`src/rtl/ins_fetch_pkg.sv`:
```
// Shared CPU definitions used by the fetch unit: word widths, the JAL opcode,
// fetch FSM encoding and the instruction-queue entry layout.
package ins_fetch_pkg;

    localparam int INS_W = 32;
    localparam int PC_W  = 32;
    localparam int IQ_W  = INS_W + PC_W + 1;

    localparam logic [6:0] OPC_JAL = 7'b1101111;

    typedef enum logic {
        ST_RUN   = 1'b0,
        ST_FLUSH = 1'b1
    } fetch_state_t;

    typedef struct packed {
        logic [INS_W-1:0] ins;
        logic [PC_W-1:0]  pc;
        logic             pred;
    } iq_entry_t;

    // J-type immediate, sign-extended to the PC width
    function automatic logic [PC_W-1:0] j_imm(input logic [INS_W-1:0] ins);
        return {{12{ins[31]}}, ins[19:12], ins[20], ins[30:21], 1'b0};
    endfunction

endpackage

```
`src/rtl/ins_fetch_queue.sv`:
```
// Instruction queue for the fetch unit: circular buffer with a registered
// head copy so the decoder sees stable, flop-driven outputs.
module ins_queue #(
    parameter int DEPTH = 4,
    parameter int WIDTH = 65
) (
    input  logic                       clk,
    input  logic                       rst,
    input  logic                       flush,
    input  logic                       push,
    input  logic [WIDTH-1:0]           din,
    input  logic                       pop,
    output logic                       full,
    output logic                       empty,
    output logic [$clog2(DEPTH):0]     count,
    output logic [WIDTH-1:0]           dout
);

    localparam int AW = $clog2(DEPTH);
    localparam int CW = AW + 1;

    logic [WIDTH-1:0] mem [DEPTH];
    logic [AW-1:0]    wr_ptr, rd_ptr;
    logic [AW-1:0]    wr_nxt, rd_nxt;
    logic [CW-1:0]    cnt, cnt_nxt;
    logic [WIDTH-1:0] head_nxt;
    logic             pop_ok, push_ok;

    assign full    = (cnt == CW'(DEPTH));
    assign empty   = (cnt == '0);
    assign count   = cnt;
    assign pop_ok  = pop && !empty;
    assign push_ok = push && (!full || pop_ok);

    always_comb begin
        rd_nxt   = rd_ptr + AW'(pop_ok);
        wr_nxt   = wr_ptr + AW'(push_ok);
        cnt_nxt  = cnt + CW'(push_ok) - CW'(pop_ok);
        head_nxt = '0;
        if (flush) begin
            rd_nxt  = '0;
            wr_nxt  = '0;
            cnt_nxt = '0;
        end
        // bypass the incoming word when it lands exactly at the new head
        if (!flush && cnt_nxt != '0) begin
            if (push_ok && wr_ptr == rd_nxt)
                head_nxt = din;
            else
                head_nxt = mem[rd_nxt];
        end
    end

    always_ff @(posedge clk or negedge rst) begin
        if (!rst) begin
            for (int i = 0; i < DEPTH; i++)
                mem[i] <= '0;
            wr_ptr <= '0;
            rd_ptr <= '0;
            cnt    <= '0;
            dout   <= '0;
        end else begin
            if (push_ok && !flush)
                mem[wr_ptr] <= din;
            wr_ptr <= wr_nxt;
            rd_ptr <= rd_nxt;
            cnt    <= cnt_nxt;
            dout   <= head_nxt;
        end
    end

endmodule

```
`src/rtl/ins_fetch.sv`:
```
// Instruction fetch unit: issues sequential fetch requests, tags in-order
// returns with their PC, discards stale returns after a redirect.
// Optional static JAL prediction is enabled by defining JAL_PREDICT_EN.
//
// state    | meaning
// ---------+-----------------------------------------------------------
// ST_RUN   | requests may issue, returns are pushed into the queue
// ST_FLUSH | drop > 0: stale returns are discarded, no request issues
module ins_fetch
    import ins_fetch_pkg::*;
#(
    parameter logic [31:0] RESET_PC = 32'h0000_0000,
    parameter int          IQ_DEPTH = 4
) (
    input  logic        clk,
    input  logic        rst,
    input  logic        redirect_valid,
    input  logic [31:0] redirect_pc,
    input  logic        if_full,
    input  logic        ins_ready,
    input  logic [31:0] ins_value,
    input  logic        dec_ready,
    output logic [31:0] pc_addr,
    output logic        new_ins,
    output logic        dec_valid,
    output logic [31:0] dec_ins,
    output logic [31:0] dec_pc,
    output logic        dec_pred_taken
);

    localparam int CW = $clog2(IQ_DEPTH) + 1;

    fetch_state_t    state;
    logic [PC_W-1:0] fetch_pc, ret_pc;
    logic [2:0]      outstanding, drop, drop_new;
    logic [4:0]      occupancy;

    logic [CW-1:0]   iq_count;
    logic            iq_full, iq_empty;
    iq_entry_t       iq_din, iq_dout;

    logic            keep_ret, drop_ret, issue, push, pop;
    logic            redir_any, push_pred;
    logic [PC_W-1:0] redir_pc;

    assign keep_ret = ins_ready && (drop == '0);
    assign drop_ret = ins_ready && (drop != '0);

`ifdef JAL_PREDICT_EN
    logic            jal_hit;
    logic [PC_W-1:0] jal_target;

    assign jal_hit    = keep_ret && (ins_value[6:0] == OPC_JAL);
    assign jal_target = ret_pc + j_imm(ins_value);
    // an external redirect wins over a same-cycle predicted JAL
    assign redir_any  = redirect_valid || jal_hit;
    assign redir_pc   = redirect_valid ? redirect_pc : jal_target;
    assign push_pred  = jal_hit;
`else
    assign redir_any  = redirect_valid;
    assign redir_pc   = redirect_pc;
    assign push_pred  = 1'b0;
`endif

    // the 3-bit outstanding counter also caps issue for deep queues
    assign occupancy = 5'(outstanding) + 5'(iq_count);
    assign issue     = (state == ST_RUN) && !if_full && !redir_any &&
                       (occupancy < 5'(IQ_DEPTH)) && (outstanding != 3'd7);

    assign push      = keep_ret && !redirect_valid;
    assign pop       = dec_valid && dec_ready && !redirect_valid;
    assign drop_new  = outstanding - 3'(ins_ready);

    assign iq_din    = '{ins: ins_value, pc: ret_pc, pred: push_pred};

    ins_queue #(
        .DEPTH (IQ_DEPTH),
        .WIDTH (IQ_W)
    ) u_iq (
        .clk   (clk),
        .rst   (rst),
        .flush (redirect_valid),
        .push  (push),
        .din   (iq_din),
        .pop   (pop),
        .full  (iq_full),
        .empty (iq_empty),
        .count (iq_count),
        .dout  (iq_dout)
    );

    assign dec_valid      = !iq_empty;
    assign dec_ins        = iq_dout.ins;
    assign dec_pc         = iq_dout.pc;
    assign dec_pred_taken = iq_dout.pred;

    always_ff @(posedge clk or negedge rst) begin
        if (!rst) begin
            state       <= ST_RUN;
            fetch_pc    <= RESET_PC;
            ret_pc      <= RESET_PC;
            outstanding <= '0;
            drop        <= '0;
            new_ins     <= 1'b0;
            pc_addr     <= '0;
        end else begin
            new_ins     <= issue;
            if (issue)
                pc_addr <= fetch_pc;
            outstanding <= outstanding + 3'(issue) - 3'(ins_ready);

            if (redir_any) begin
                fetch_pc <= redir_pc;
                ret_pc   <= redir_pc;
                drop     <= drop_new;
                state    <= (drop_new != '0) ? ST_FLUSH : ST_RUN;
            end else begin
                if (issue)
                    fetch_pc <= fetch_pc + 32'd4;
                if (keep_ret)
                    ret_pc <= ret_pc + 32'd4;
                if (drop_ret) begin
                    drop <= drop - 3'd1;
                    if (drop == 3'd1)
                        state <= ST_RUN;
                end
            end
        end
    end

    // iq_full is implied by the occupancy limit; kept for observability
    logic unused_full;
    assign unused_full = iq_full;

endmodule
```
`config.mk`:
```
export PLATFORM = sky130hd
export DESIGN_NAME = ins_fetch
export DESIGN_NICKNAME = d
export VERILOG_FILES = /design/src/rtl/ins_fetch_pkg.sv /design/src/rtl/ins_fetch_queue.sv /design/src/rtl/ins_fetch.sv
export SDC_FILE = /design/constraint.sdc
export NUM_CORES = 1
export LEC_CHECK = 0
export BUFFER_PORTS_ARGS = -buffer_cell sky130_fd_sc_hd__buf_2
export CORE_MARGIN = 2
export CORE_UTILIZATION = 45
export CTS_CLUSTER_SIZE = 30
export DETAILED_ROUTE_END_ITERATION = 16
export HOLD_SLACK_MARGIN = 0.15
export PLACE_DENSITY = 0.64
export SLEW_MARGIN = 20
export SYNTH_ARGS = -nofsm -noshare
export SYNTH_HDL_FRONTEND = slang
export SYNTH_SLANG_ARGS = --single-unit
```
`constraint.sdc`:
```
create_clock -name clk -period 3.2 [get_ports clk]
set_clock_uncertainty 0.2 [all_clocks]
set_input_delay 0.32 -clock clk [delete_from_list [all_inputs] [get_ports clk]]
set_output_delay 0.32 -clock clk [all_outputs]
set_load 0.05 [all_outputs]
```
======== Word-level counts from Yosys, hierarchy flattened ========
Index checks and enable logic that the tools add are counted.
storage, ports and cells
  register bits ........................... 436
  input bits .............................. 70
  output and inout bits ................... 99
  word-level logic and storage cells ...... 88
operators by class
  add/sub/neg operators ................... 11
  magnitude comparators ................... 4
  equal/unequal tests ..................... 4
  mux-type cells .......................... 21
  bitwise operators ....................... 3
  reductions and logical operators ........ 30
operator list
  operator                                                              number
  65-bit 2-to-1 mux                                                     5
  260-bit bitwise mux                                                   1
  65-bit binary-select mux with 2-bit select                            1
  65-bit demux with 2-bit select                                        1
  32-bit 2-to-1 mux                                                     4
  32-bit by 3-bit adder with 32-bit output, second input constant       2
  1-bit logical AND                                                     15
  3-bit 2-to-1 mux                                                      3
  3-bit nonzero test                                                    3
  3-bit by 1-bit subtractor with 3-bit output                           3
  2-bit nonzero test                                                    4
  3-bit by 1-bit adder with 3-bit output                                2
  3-bit >= comparator, second input constant                            2
  3-bit logical NOT                                                     2
  2-bit inverter with 3-bit output                                      2
  2-bit by 1-bit adder with 2-bit output                                2
  3-bit by 3-bit adder with 4-bit output                                1
  1-bit logical NOT                                                     4
  4-bit by 3-bit < comparator with 1-bit output, second input constant  1
  1-bit 2-to-1 mux                                                      4
  2-bit 2-to-1 mux                                                      2
  3-bit by 1-bit == test with 1-bit output, second input constant       1
  3-bit == test, second input constant                                  1
  3-bit by 1-bit < comparator with 1-bit output, second input constant  1
  6 further kinds                                                       6

======== Logic depth before layout (Yosys ltp) ========
  depth in word-level cells ............... 13
  depth in mapped cells ................... 16

======== Cells and area by module ========
From an unflattened synthesis, not the netlist that was laid out.
unflattened totals
  cell total of the unflattened synthesis .. 1,657
  area total of the unflattened synthesis .. 19,900.3 µm²
by module, submodules not included
  module     instances  cells an instance  area each (µm²)  seq. area each (µm²)
  ins_queue  1          1,112              14,717.9         8,308.0
  ins_fetch  1          545                5,182.5          2,602.5

======== Least setup slack after synthesis ========
Ideal clock, no wire load.
  path kind ............................... in2reg
  from .................................... in redirect_valid
  to ...................................... reg u_iq.dout[12]
  library setup time ...................... 0.083 ns
  data arrival time ....................... 3.471 ns
  required time ........................... 2.917 ns
  slack ................................... -0.554 ns
  cell stages on the path ................. 15
  buffers on the path ..................... 5
  cell sequence ........................... clkbuf_1 -> clkbuf_1 -> clkbuf_1 -> buf_1 -> nor2_1 -> ha_1 -> inv_1 -> ha_1 -> inv_1 -> fa_1 -> xnor2_1 -> a31oi_1 -> clkbuf_1 -> nand2_1 -> o22ai_1
between the ends
  word-level cells in the longest chain between the ends .. 11
  elaborated cells between the ends (all ways) .. 21
  those cells by class .................... add/sub (3); eq/ne (1); mux (7); bitwise (1); reduce/logical (9)
RTL lines
  what                                                                                                              line                                                     source
  from (decl)                                                                                                       ins_fetch.sv:17                                          input logic redirect_valid,
  1-bit logical NOT                                                                                                 ins_fetch_queue.sv:46, ins_fetch.sv:70, ins_fetch.sv:71
  1-bit logical AND                                                                                                 ins_fetch.sv:71                                          assign pop = dec_valid && dec_ready && !redirect_valid;
  1-bit logical AND                                                                                                 ins_fetch_queue.sv:32                                    assign pop_ok = pop && !empty;
  1-bit logical OR / 2-bit by 1-bit adder with 2-bit output (equally long branches)                                 ins_fetch_queue.sv:33, ins_fetch_queue.sv:36
  1-bit logical AND / 2-bit 2-to-1 mux (equally long branches)                                                      ins_fetch_queue.sv:33, ins_fetch_queue.sv:40
  3-bit by 1-bit adder with 3-bit output / 2-bit inverter with 3-bit output (equally long branches)                 ins_fetch_queue.sv:38, ins_fetch_queue.sv:50
  3-bit by 1-bit subtractor with 3-bit output / 65-bit binary-select mux with 2-bit select (equally long branches)  ins_fetch_queue.sv:38, ins_fetch_queue.sv:50
  3-bit 2-to-1 mux / 65-bit 2-to-1 mux (equally long branches)                                                      ins_fetch_queue.sv:40, ins_fetch_queue.sv:50
  3-bit nonzero test / 65-bit 2-to-1 mux (equally long branches)                                                    ins_fetch_queue.sv:46, ins_fetch_queue.sv:50
  1-bit logical AND / 65-bit 2-to-1 mux (equally long branches)                                                     ins_fetch_queue.sv:46, ins_fetch_queue.sv:47
  65-bit 2-to-1 mux *                                                                                               ins_fetch_queue.sv:46                                    if (!flush && cnt_nxt != '0) begin
  named net u_iq.head_nxt[12]                                                                                       ins_fetch_queue.sv:26                                    logic [WIDTH-1:0] head_nxt;
  to (signal assigned)                                                                                              ins_fetch_queue.sv:68                                    dout <= head_nxt;
  to (decl)                                                                                                         ins_fetch_queue.sv:16                                    output logic [WIDTH-1:0] dout
Mark *: on every way through the listed nets, which the timed path passes. The rest lies on a longest branch. The select of a mux whose other input is x is not followed.
A chain may end at the register's enable or synchronous reset.

======== Final worst setup path ========
  from .................................... reg u_iq.cnt[1] (netlist: u_iq.count[1])
  to ...................................... reg u_iq.dout[50]
between the ends
  word-level cells in the longest chain between the ends .. 13
  elaborated cells between the ends (all ways) .. 24
  those cells by class .................... add/sub (3); eq/ne (2); mux (7); bitwise (1); reduce/logical (11)
RTL lines
  what                                                                                                              line                                          source
  from (decl)                                                                                                       ins_fetch_queue.sv:25                         logic [CW-1:0] cnt, cnt_nxt;
  from (signal assigned)                                                                                            ins_fetch_queue.sv:67                         cnt <= cnt_nxt;
  3-bit logical NOT                                                                                                 ins_fetch_queue.sv:30                         assign empty = (cnt == '0);
  1-bit logical NOT                                                                                                 ins_fetch_queue.sv:32, ins_fetch.sv:92
  1-bit logical AND (2 in a row)                                                                                    ins_fetch.sv:71
  1-bit logical AND                                                                                                 ins_fetch_queue.sv:32
  1-bit logical OR / 2-bit by 1-bit adder with 2-bit output (equally long branches)                                 ins_fetch_queue.sv:33, ins_fetch_queue.sv:36
  1-bit logical AND / 2-bit 2-to-1 mux (equally long branches)                                                      ins_fetch_queue.sv:33, ins_fetch_queue.sv:40
  3-bit by 1-bit adder with 3-bit output / 2-bit inverter with 3-bit output (equally long branches)                 ins_fetch_queue.sv:38, ins_fetch_queue.sv:50
  3-bit by 1-bit subtractor with 3-bit output / 65-bit binary-select mux with 2-bit select (equally long branches)  ins_fetch_queue.sv:38, ins_fetch_queue.sv:50
  3-bit 2-to-1 mux / 65-bit 2-to-1 mux (equally long branches)                                                      ins_fetch_queue.sv:40, ins_fetch_queue.sv:50
  3-bit nonzero test / 65-bit 2-to-1 mux (equally long branches)                                                    ins_fetch_queue.sv:46, ins_fetch_queue.sv:50
  1-bit logical AND / 65-bit 2-to-1 mux (equally long branches)                                                     ins_fetch_queue.sv:46, ins_fetch_queue.sv:47
  65-bit 2-to-1 mux *                                                                                               ins_fetch_queue.sv:46
  named net u_iq.head_nxt[50]                                                                                       ins_fetch_queue.sv:26
Marks and branches as above.

==> results.yml <==
critical_path:
  required_ns: 3.48
  arrival_ns: 3.44
  critPathMaxFanout: 32
  start_kind: "flip-flop"
  path_buf_inv: 3
  regToRegEndpoint: "u_iq.dout[50]"
  setup.worst_path.class: "flip-flop to flip-flop"
  critPathTopFamily: "compound AO/OA/AOI/OAI gates"
  cp_cell_sequence: "buf_4 -> nor4b_2 -> nor4b_4 -> ha_1 -> inv_1 -> fa_2 -> a31o_2 -> a41o_2 -> clkbuf_16 -> o22ai_1"
  reg2reg_from: "u_iq.count[1]"
  rrSetupSlack_ns: 0.04
  slowest_stage: "fa_2"
  crit_path_max_incr_delay_ns: 0.47
  rr_worst_depth: 10
  crit_path_start: "u_iq.count[1]"
  end_kind: "flip-flop"
sta:
  period_share_pct: 98.8
  setup_viol: 0
  tightest_slew_ns: 0.850
  period_needed_ns: 3.16
  timing.final.hold_violations: 0
  drv_slew: 0
  fin_hold_ws_ns: 0.164
  setup-tns-final_ns: 0
  clock.fmax_mhz: 316
  slew_headroom_pct: 43.4
clocking:
  clk_latency_ns: 0.59
  path_clk_slew_ns: 0.06
  cts-htree-levels: 2
  numCtsBuffers: 47
  post_cts_buffers: 0
  root_buffer: "clkbuf_16"
  cts_tree: "yes"
  clk_path_buf_depth: 3
  clock-sinks: 431
cells_and_area:
  fin_util_pct: 54.3
  antennaDiodeCount: 0
  fill_cells: 3846
  area_growth_pct: 19.7
  drive_above_1_share_pct: 26.8
  nets: 2051
  final_cell_area_um2: 23900
  stdcell_count: 2593
die:
  core_um2: 43900
  io_pins: 169
  rows: 77
  start_util_pct: 45.4
  die_w_um: 214
  die_h_um: 214
  design.die.area_um2: 46000
synthesis:
  netlist_area_um2: 19900
  synth-seq-area-share_pct: 54.1
  synth_edf_count: 0
  yosysUniqueCellTypes: 56
  syn_area_per_cell_um2: 11.2
  synthCells: 1781
  syn-num-nets: 1867
  async_flop_share_pct: 100
  yosysWarnings: 0
  ys_seq_elements: 431
  synth_flop_cell: "dfrtp_1"
global_route:
  met2_usage_pct: 36.3
  grt_max_degree: 90
  grtUsageMet3_pct: 3.91
  grt_overflow: 0
  grt.met1_usage_pct: 31.6
  track_usage_pct: 22.6
  grt_busiest_layer: "met2"
  antenna_found_initial: 0
  grt_first_pass_wirelength_um: 84100
  grt_pass1_vias: 15200
placement:
  dp_hpwl_um: 31100
  place_area_um2: 21600
  place.gp.congestion: 0.837
  dp.cells: 2440
  port-buffer-count: 167
power_and_ir_drop:
  seq_power_share_pct: 37.5
  p_int_mw: 12.0
  power.switching_mw: 7.53
  p_per_area_nw_per_um2: 819
  p_leak_nw: 11.3
  peakVddDrop_mv: 0.558
  combPwrFrac_pct: 35.5
  clkPwrFrac_pct: 27.0
  swShare_pct: 38.5
routing:
  via_per_inst: 5.72
  drt_pass1_iterations: 5
  vias: 14800
  postRouteWirelength_um: 52000
  antenna_left: 0
  routedWlPerCell_um: 20.0
  drt_iter0_markers: 1066
  drc: 0
run_status:
  run_status: "complete, no violations"
worst_hold_path:
  min_to: "new_ins"
  hold_start: "if_full"
  hold_depth: 5
  min_path_type: "input pin to flip-flop"
run:
  drv_cap: 0
## sequential cells by signal, indices dropped and copies added (netlist names), 3 cells and up
name	flops
outstanding	3
pc_addr	32
fetch_pc	32
u_iq.mem	256
ret_pc	32
u_iq.dout	64
u_iq.count	3
drop	3
## worst max-delay path by stage
stage	cells after the start	endpoint
finish	10	u_iq.dout[50]
global route	12	u_iq.dout[52]
CTS	12	u_iq.dout[43]
detailed placement	10	u_iq.dout[18]
global placement	10	u_iq.dout[17]
floorplan	16	u_iq.dout[44]
## cell type report
cell class,instances,area [µm²],area share (%)
inverter,24,91.3,0.383
multi-input combinational,1168,8490,35.6
clock buffer,68,1380,5.76
clock inverter,17,130,0.545
sequential,431,10800,45.2
timing repair buffer,293,2260,9.46
tap,592,741,3.10
## cell families after synthesis
family,Yosys count,synth area share [%]
flops,431,54.1
simple gates,421,9.42
compound gates,388,12.6
mux,310,17.5
buf+inv,182,3.89
xor+xnor,32,1.41
fa+ha+maj,16,1.08
other cells,1,0.0188
## cells in the final DEF (no fill, tap or decap), drive strengths merged, types with 18 or more instances in the layout
cell type / Yosys / final
dfrtp: 431 / 431
clkbuf: 79 / 69
xor2: 18 / 18
nand3: 33 / 33
nand4: 19 / 19
o21a: 64 / 64
nand2: 284 / 284
inv: 24 / 26
nor2: 23 / 23
o21ai: 67 / 67
buf: 79 / 225
o22ai: 192 / 192
dlygate4sd3: 0 / 67
mux2: 308 / 308
## worst register-to-register path: stages (launching register included)
cell and delay [ns]:
dfrtp_1 0.46, buf_4 0.19, nor4b_2 0.38, nor4b_4 0.09
ha_1 0.20, inv_1 0.07, fa_2 0.47, a31o_2 0.22
a41o_2 0.31, clkbuf_16 0.26, o22ai_1 0.22
## layer usage
metal / vias to the layer above / routed length, µm
met4: 0 / 1090
met3: 76 / 2920
li1: 6793 / -
met1: 7522 / 23500
met2: 440 / 24500
met5: - / 0
## stage by stage
step	power (mW)	setup WS (ns)
floorplan	12.1	0.0257
detailed placement	14.1	0.0205
global placement	14.0	0.0974
CTS	19.5	0.0729
global route	20.5	-0.0160
finish	19.5	0.0398
## synth_stat cells, types with 8 or more instances
cell type	n	area share, %
nand3_1	33	0.83
o21a_1	64	2.4
o311ai_1	9	0.40
xnor2_1	14	0.62
xor2_1	18	0.79
nor2_1	23	0.43
and3_1	14	0.44
clkbuf_1	77	1.5
nand2_1	284	5.3
mux2_1	96	5.4
a31oi_1	12	0.38
ha_1	14	0.88
dfrtp_1	431	54
mux2_2	212	12
buf_2	60	1.5
or4_1	10	0.38
nor3_1	8	0.20
o21ai_0	66	1.7
nand4_1	19	0.60
o211ai_1	14	0.53
buf_1	15	0.28
o22ai_1	192	6.0
inv_1	23	0.43
## power by group through the flow
stage               clock network [mW]  logic (mW)  registers, mW
detailed placement                   0        6.74           7.39
floorplan                            0        3.16           8.89
global route                      5.64        7.42           7.45
global placement                     0        6.63           7.36
finish                            5.29        6.94           7.32
CTS                               5.40        6.83           7.31
## timing repair
action	4_1_cts	5_1_grt
hold endpoints to repair	439	0
endpoints found under the setup margin	1	64
hold buffers	67	0
gates cloned	0	1
gates resized for setup	1	6
Note: power is estimated with default switching activity, not from simulation.
